### src/rtl/lagarto_plic_target_controller.sv
// Claim/complete controller for one PLIC target context: pending and in-service tracking,
// threshold-gated priority arbitration and a two-state claim handshake.
module lagarto_plic_target_controller #(
  parameter int unsigned NUMBER_OF_INTERRUPT_SOURCES = 2,
  parameter int unsigned PRIORITY_WIDTH              = 3,
  parameter int unsigned INTERRUPT_ID_WIDTH          = 2
) (
  input  logic                                                  clk_i,
  input  logic                                                  rstn_i,
  input  logic [NUMBER_OF_INTERRUPT_SOURCES-1:0]                interrupt_request_i,
  input  logic [NUMBER_OF_INTERRUPT_SOURCES*PRIORITY_WIDTH-1:0] source_priority_i,
  input  logic [NUMBER_OF_INTERRUPT_SOURCES-1:0]                interrupt_enable_i,
  input  logic [PRIORITY_WIDTH-1:0]                             priority_threshold_i,
  input  logic                                                  claim_request_i,
  output logic                                                  claim_grant_o,
  output logic [INTERRUPT_ID_WIDTH-1:0]                         claim_id_o,
  input  logic                                                  complete_valid_i,
  input  logic [INTERRUPT_ID_WIDTH-1:0]                         complete_id_i,
  output logic [NUMBER_OF_INTERRUPT_SOURCES-1:0]                interrupt_complete_o,
  output logic                                                  interrupt_notification_o,
  output logic [INTERRUPT_ID_WIDTH-1:0]                         interrupt_id_o
);

  localparam int unsigned N = NUMBER_OF_INTERRUPT_SOURCES;

  typedef enum logic [0:0] {StIdle, StGrant} state_e;

  state_e                        state_q, state_d;
  logic [N-1:0]                  pending_q, pending_d;
  logic [N-1:0]                  in_service_q, in_service_d;
  logic [N-1:0]                  complete_q, complete_d;
  logic [INTERRUPT_ID_WIDTH-1:0] claim_id_q, claim_id_d;
  logic [INTERRUPT_ID_WIDTH-1:0] id_q, best_id;
  logic [PRIORITY_WIDTH-1:0]     best_prio, prio;

  // Seeding best_prio with the threshold folds the threshold test into the max search;
  // strict '>' keeps the lowest ID on ties.
  always_comb begin
    best_id   = '0;
    best_prio = priority_threshold_i;
    prio      = '0;
    for (int i = 0; i < N; i++) begin
      prio = source_priority_i[i*PRIORITY_WIDTH +: PRIORITY_WIDTH];
      if (pending_q[i] && interrupt_enable_i[i] && !in_service_q[i] && (prio > best_prio)) begin
        best_prio = prio;
        best_id   = INTERRUPT_ID_WIDTH'(i + 1);
      end
    end
  end

  always_comb begin
    state_d      = state_q;
    claim_id_d   = claim_id_q;
    pending_d    = pending_q;
    in_service_d = in_service_q;
    complete_d   = '0;

    // Completion acts on prior in-service state so a same-cycle claim can re-set the bit.
    if (complete_valid_i) begin
      for (int i = 0; i < N; i++) begin
        if ((complete_id_i == INTERRUPT_ID_WIDTH'(i + 1)) && in_service_q[i]) begin
          in_service_d[i] = 1'b0;
          complete_d[i]   = 1'b1;
        end
      end
    end

    case (state_q)
      StIdle: begin
        if (claim_request_i) begin
          claim_id_d = id_q;
          state_d    = StGrant;
          for (int i = 0; i < N; i++) begin
            if (id_q == INTERRUPT_ID_WIDTH'(i + 1)) begin
              pending_d[i]    = 1'b0;
              in_service_d[i] = 1'b1;
            end
          end
        end
      end
      StGrant: state_d = StIdle;
      default: state_d = StIdle;
    endcase

    pending_d = pending_d | interrupt_request_i;
  end

  always_ff @(posedge clk_i) begin
    if (!rstn_i) begin
      state_q      <= StIdle;
      pending_q    <= '0;
      in_service_q <= '0;
      complete_q   <= '0;
      claim_id_q   <= '0;
      id_q         <= '0;
    end else begin
      state_q      <= state_d;
      pending_q    <= pending_d;
      in_service_q <= in_service_d;
      complete_q   <= complete_d;
      claim_id_q   <= claim_id_d;
      id_q         <= best_id;
    end
  end

  assign claim_grant_o            = (state_q == StGrant);
  assign claim_id_o               = claim_grant_o ? claim_id_q : '0;
  assign interrupt_complete_o     = complete_q;
  assign interrupt_id_o           = id_q;
  assign interrupt_notification_o = (id_q != '0);

endmodule

### config.mk
export PLATFORM = sky130hd
export DESIGN_NAME = lagarto_plic_target_controller
export DESIGN_NICKNAME = d
export VERILOG_FILES = /design/src/rtl/lagarto_plic_target_controller.sv
export SDC_FILE = /design/constraint.sdc
export NUM_CORES = 1
export LEC_CHECK = 0
export CELL_PAD_IN_SITES_DETAIL_PLACEMENT = 2
export CELL_PAD_IN_SITES_GLOBAL_PLACEMENT = 2
export CORE_MARGIN = 3
export CORE_UTILIZATION = 24
export CTS_BUF_LIST = sky130_fd_sc_hd__clkbuf_4 sky130_fd_sc_hd__clkbuf_8
export CTS_CLUSTER_SIZE = 40
export DETAILED_ROUTE_END_ITERATION = 6
export GPL_TIMING_DRIVEN = 0
export PLACE_DENSITY_LB_ADDON = 0.08
export SYNTH_ARGS = -nofsm -noshare
export SYNTH_HDL_FRONTEND = slang
export SYNTH_SLANG_ARGS = --single-unit
### constraint.sdc
create_clock -name clk_i -period 3.2 [get_ports clk_i]
set_input_delay 0.64 -clock clk_i [delete_from_list [all_inputs] [get_ports clk_i]]
set_output_delay 0.64 -clock clk_i [all_outputs]
set_load 0.02 [all_outputs]
==> impl_metrics.toml <==
[logic_synthesis]
syn_avg_cell_area_um2 = 9.55
synth-compound-area-share_pct = 9.56
ys_types = 22
ys_top_cells_by_area = "dfxtp_1 37%, ha_1 12%, nor2b_1 8.3%, mux2i_1 6.7%, and2_1 4.2%"
synthSimpleGateAreaFrac_pct = 28.5
synthArstFlopShare_pct = 0
ys_ff_latch = 11
synth-warning-count = 0
synthAdderAreaFrac_pct = 12.5
muxShareOfSynthArea_pct = 9.15
netlist.area_leader.share_pct = 36.6
yosys.area.top_type = "dfxtp_1"
ys_seq_area_share_pct = 36.6
synth_top_family_by_area = "simple AND/OR/NAND/NOR gates"
synthXorXnorAreaFrac_pct = 0
postSynthCellCount = 63
synth_top_flop_cell = "dfxtp_1"
synth_area_um2 = 602
synth_edf_count = 0
syn-num-nets = 88

[critical_path]
end_kind = "flip-flop"
critPathMaxStageDelay_ns = 0.49
cp_cell_sequence = "clkdlybuf4s50_1, inv_1, ha_1, nor2b_4, o21a_1, o21ai_2, mux2i_1, ha_1, nor2b_1, o21ai_0, a21oi_1, nor3b_1"
setup.worst_path.class = "in2reg"
path_common_cell = "ha_1"
cp_slowest_cell = "clkdlybuf4s50_1"
worstPathRequired_ns = 3.40
critical-path-top-delay-family = "compound AO/OA/AOI/OAI gates"
critPathArrivalTime_ns = 3.11
cp.buffers_inverters = 2
cp_max_fo = 4
cp-start-kind = "input port"

[detailed_routing]
ant_nets = 0
wire_per_inst_um = 11.8
vias_per_cell = 4.58
drt_iter0_markers = 5
drc = 0
first_pass_iters = 4
dr_total_vias = 554
wirelength_um = 1430

[timing]
clock.fmax_mhz = 344
finalCritPeriodShare_pct = 90.8
layout_min_cycle_time_ns = 2.90
slew_headroom_pct = 71.7
tightestPinTransition_ns = 0.424
drv_slew = 0
fin_skew_ns = 0.00336
grt_setup_unrepaired = "no"
hold_viol = 0
hold_slack_ns = 0.498
setup_viol = 0

[placement]
post-dp-hpwl_um = 1220
dp.cells = 117
numPortBuffers = 26
gp_congestion = 0.649

[cts]
clk-insertion-delay-late_ns = 0.27
clock-root-buffer = "clkbuf_4"
cts_setup_buffers = 0
cts_resized = 0
cts.clk_slew.worst_paths_ns = 0.07
numCtsBuffers = 3
cts_hold_buf = 0
cts_sinks = 11
clock_path_buffers = 2
cts_tree = "done"
h-tree-depth = 1

[global_route]
grt_remaining_overflow = 0
grt_pass1_vias = 557
grt_usage_pct = 9.88
grt_first_pass_wirelength_um = 2410
grt_max_degree = 11
grt_antenna_before_repair = 0

[pwr]
power_leakage_nw = 0.388
power-per-cell-area_nw_per_um2 = 331
ir_drop_uv = 155

[floorplan]
fp.dieArea_um2 = 3140
fp.coreArea_um2 = 2300
die_h_um = 56.1
io_pins = 27
start_util_pct = 26.2
die_x_um = 56.1
fp-row-count = 17

[layout]
drive_above_1_share_pct = 8.60
final_nets = 119
stdcell_count = 121
syn_to_final_growth_pct = 53.6
diodes = 0

[status]
outcome = "finished clean"

[hold_path]
hold_class = "reg2reg"

[job]
drv_cap = 0
[kinds of logic (layout without fill, tap and decap cells)]
logic type               Yosys count  after routing
AND/OR/NAND/NOR                   26             26
multiplexers                       5              5
buffers and inverters              6             36
adder cells (fa/ha/maj)            6              6
AO/OA/AOI/OAI                      9              9
flip-flops                        11             11
[cells in the mapped netlist, drive strengths merged (2+ instances only)]
cell type	count
a21boi	2
a21oi	3
and2	4
and4	2
dfxtp	11
ha	6
inv	5
mux2i	4
nand2	4
nand3b	3
nor2b	9
o21ai	2
[worst reg2reg max path, cell delays in order (launching register included)]
cell      delay, ns
dfxtp_1        0.33
nand3b_1       0.16
a31oi_1        0.18
o21ai_2        0.13
mux2_4         0.32
ha_1           0.27
nand3_1        0.08
nand4b_1       0.10
a21oi_1        0.17
and2_1         0.14
[worst paths after layout]
kind                            from                 to  slack, ns  cells after the start
min reg2reg          in_service_q[1]    in_service_q[1]       0.50                      2
max reg2reg          in_service_q[0]  interrupt_id_o[1]       1.28                      9
min                  in_service_q[1]    in_service_q[1]       0.50                      2
max          priority_threshold_i[1]  interrupt_id_o[0]       0.30                     12
[final cells by class]
type	count	area [um^2]
fillers	275	1370
multi-input cells	46	359
repair buffers	26	260
flip-flops and latches	11	220
well taps	28	35.0
clock buffers	3	22.5
inverters	5	18.8
clock inverters	1	5.00
plain buffers	1	3.75
[stage by stage]
step	TNS [ns]	util [%]	area (um^2)	power (mW)	setup slack (ns)
global route	0	40.3	925	0.327	0.0429
CTS	0	40.3	925	0.311	0.248
floorplan	0	-	602	0.178	0.703
global placement	-0.0498	39.1	897	0.212	-0.0249
finish	0	40.3	925	0.306	0.295
detailed placement	-0.0590	39.1	897	0.214	-0.0305
[per-layer routing]
layer / track usage (%) / wire length, um / part of all wire (%) / vias up
met1: 10.5 / 591 / 41 / 246
met5: 0 / 0 / 0 / -
li1: - / - / - / 280
met2: 17.4 / 710 / 50 / 23
met4: 7.12 / 29 / 2.0 / 0
met3: 1.62 / 101 / 7.1 / 5
[state kept, by name, indices dropped and copies added, names as in the netlist]
signal	flops
interrupt_id_o	2
in_service_q	2
interrupt_complete_o	2
claim_id_q	2
claim_grant_o	1
pending_q	2
[power breakdown]
group	internal, mW	switching (mW)	total [mW]
Combinational	0.0412	0.0250	0.0662
Clock	0.0463	0.0504	0.0967
Sequential	0.141	0.00263	0.143
Total	0.228	0.0780	0.306
[cells in the final DEF, fill, tap and decap left out]
master           synthesis  final
nand3b_1                 3      3
mux2i_1                  4      4
nor2b_1                  8      8
clkbuf_4                 0      3
or2_2                    1      1
and2_1                   4      4
ha_1                     6      6
nand4b_1                 1      1
o21ai_2                  1      1
o21ai_0                  1      1
clkinv_2                 0      1
a31oi_1                  1      1
dfxtp_1                 11     11
clkdlybuf4s50_1          0     26
clkbuf_1                 1      1
mux2_4                   1      1
inv_1                    5      5
a21boi_0                 2      2
o21a_1                   1      1
nor3b_1                  1      1
nor2b_4                  1      1
and4_1                   2      2
nand3_1                  1      1
nand2_1                  4      4
a21oi_1                  3      3
Note: power is estimated with default switching activity, not from simulation.
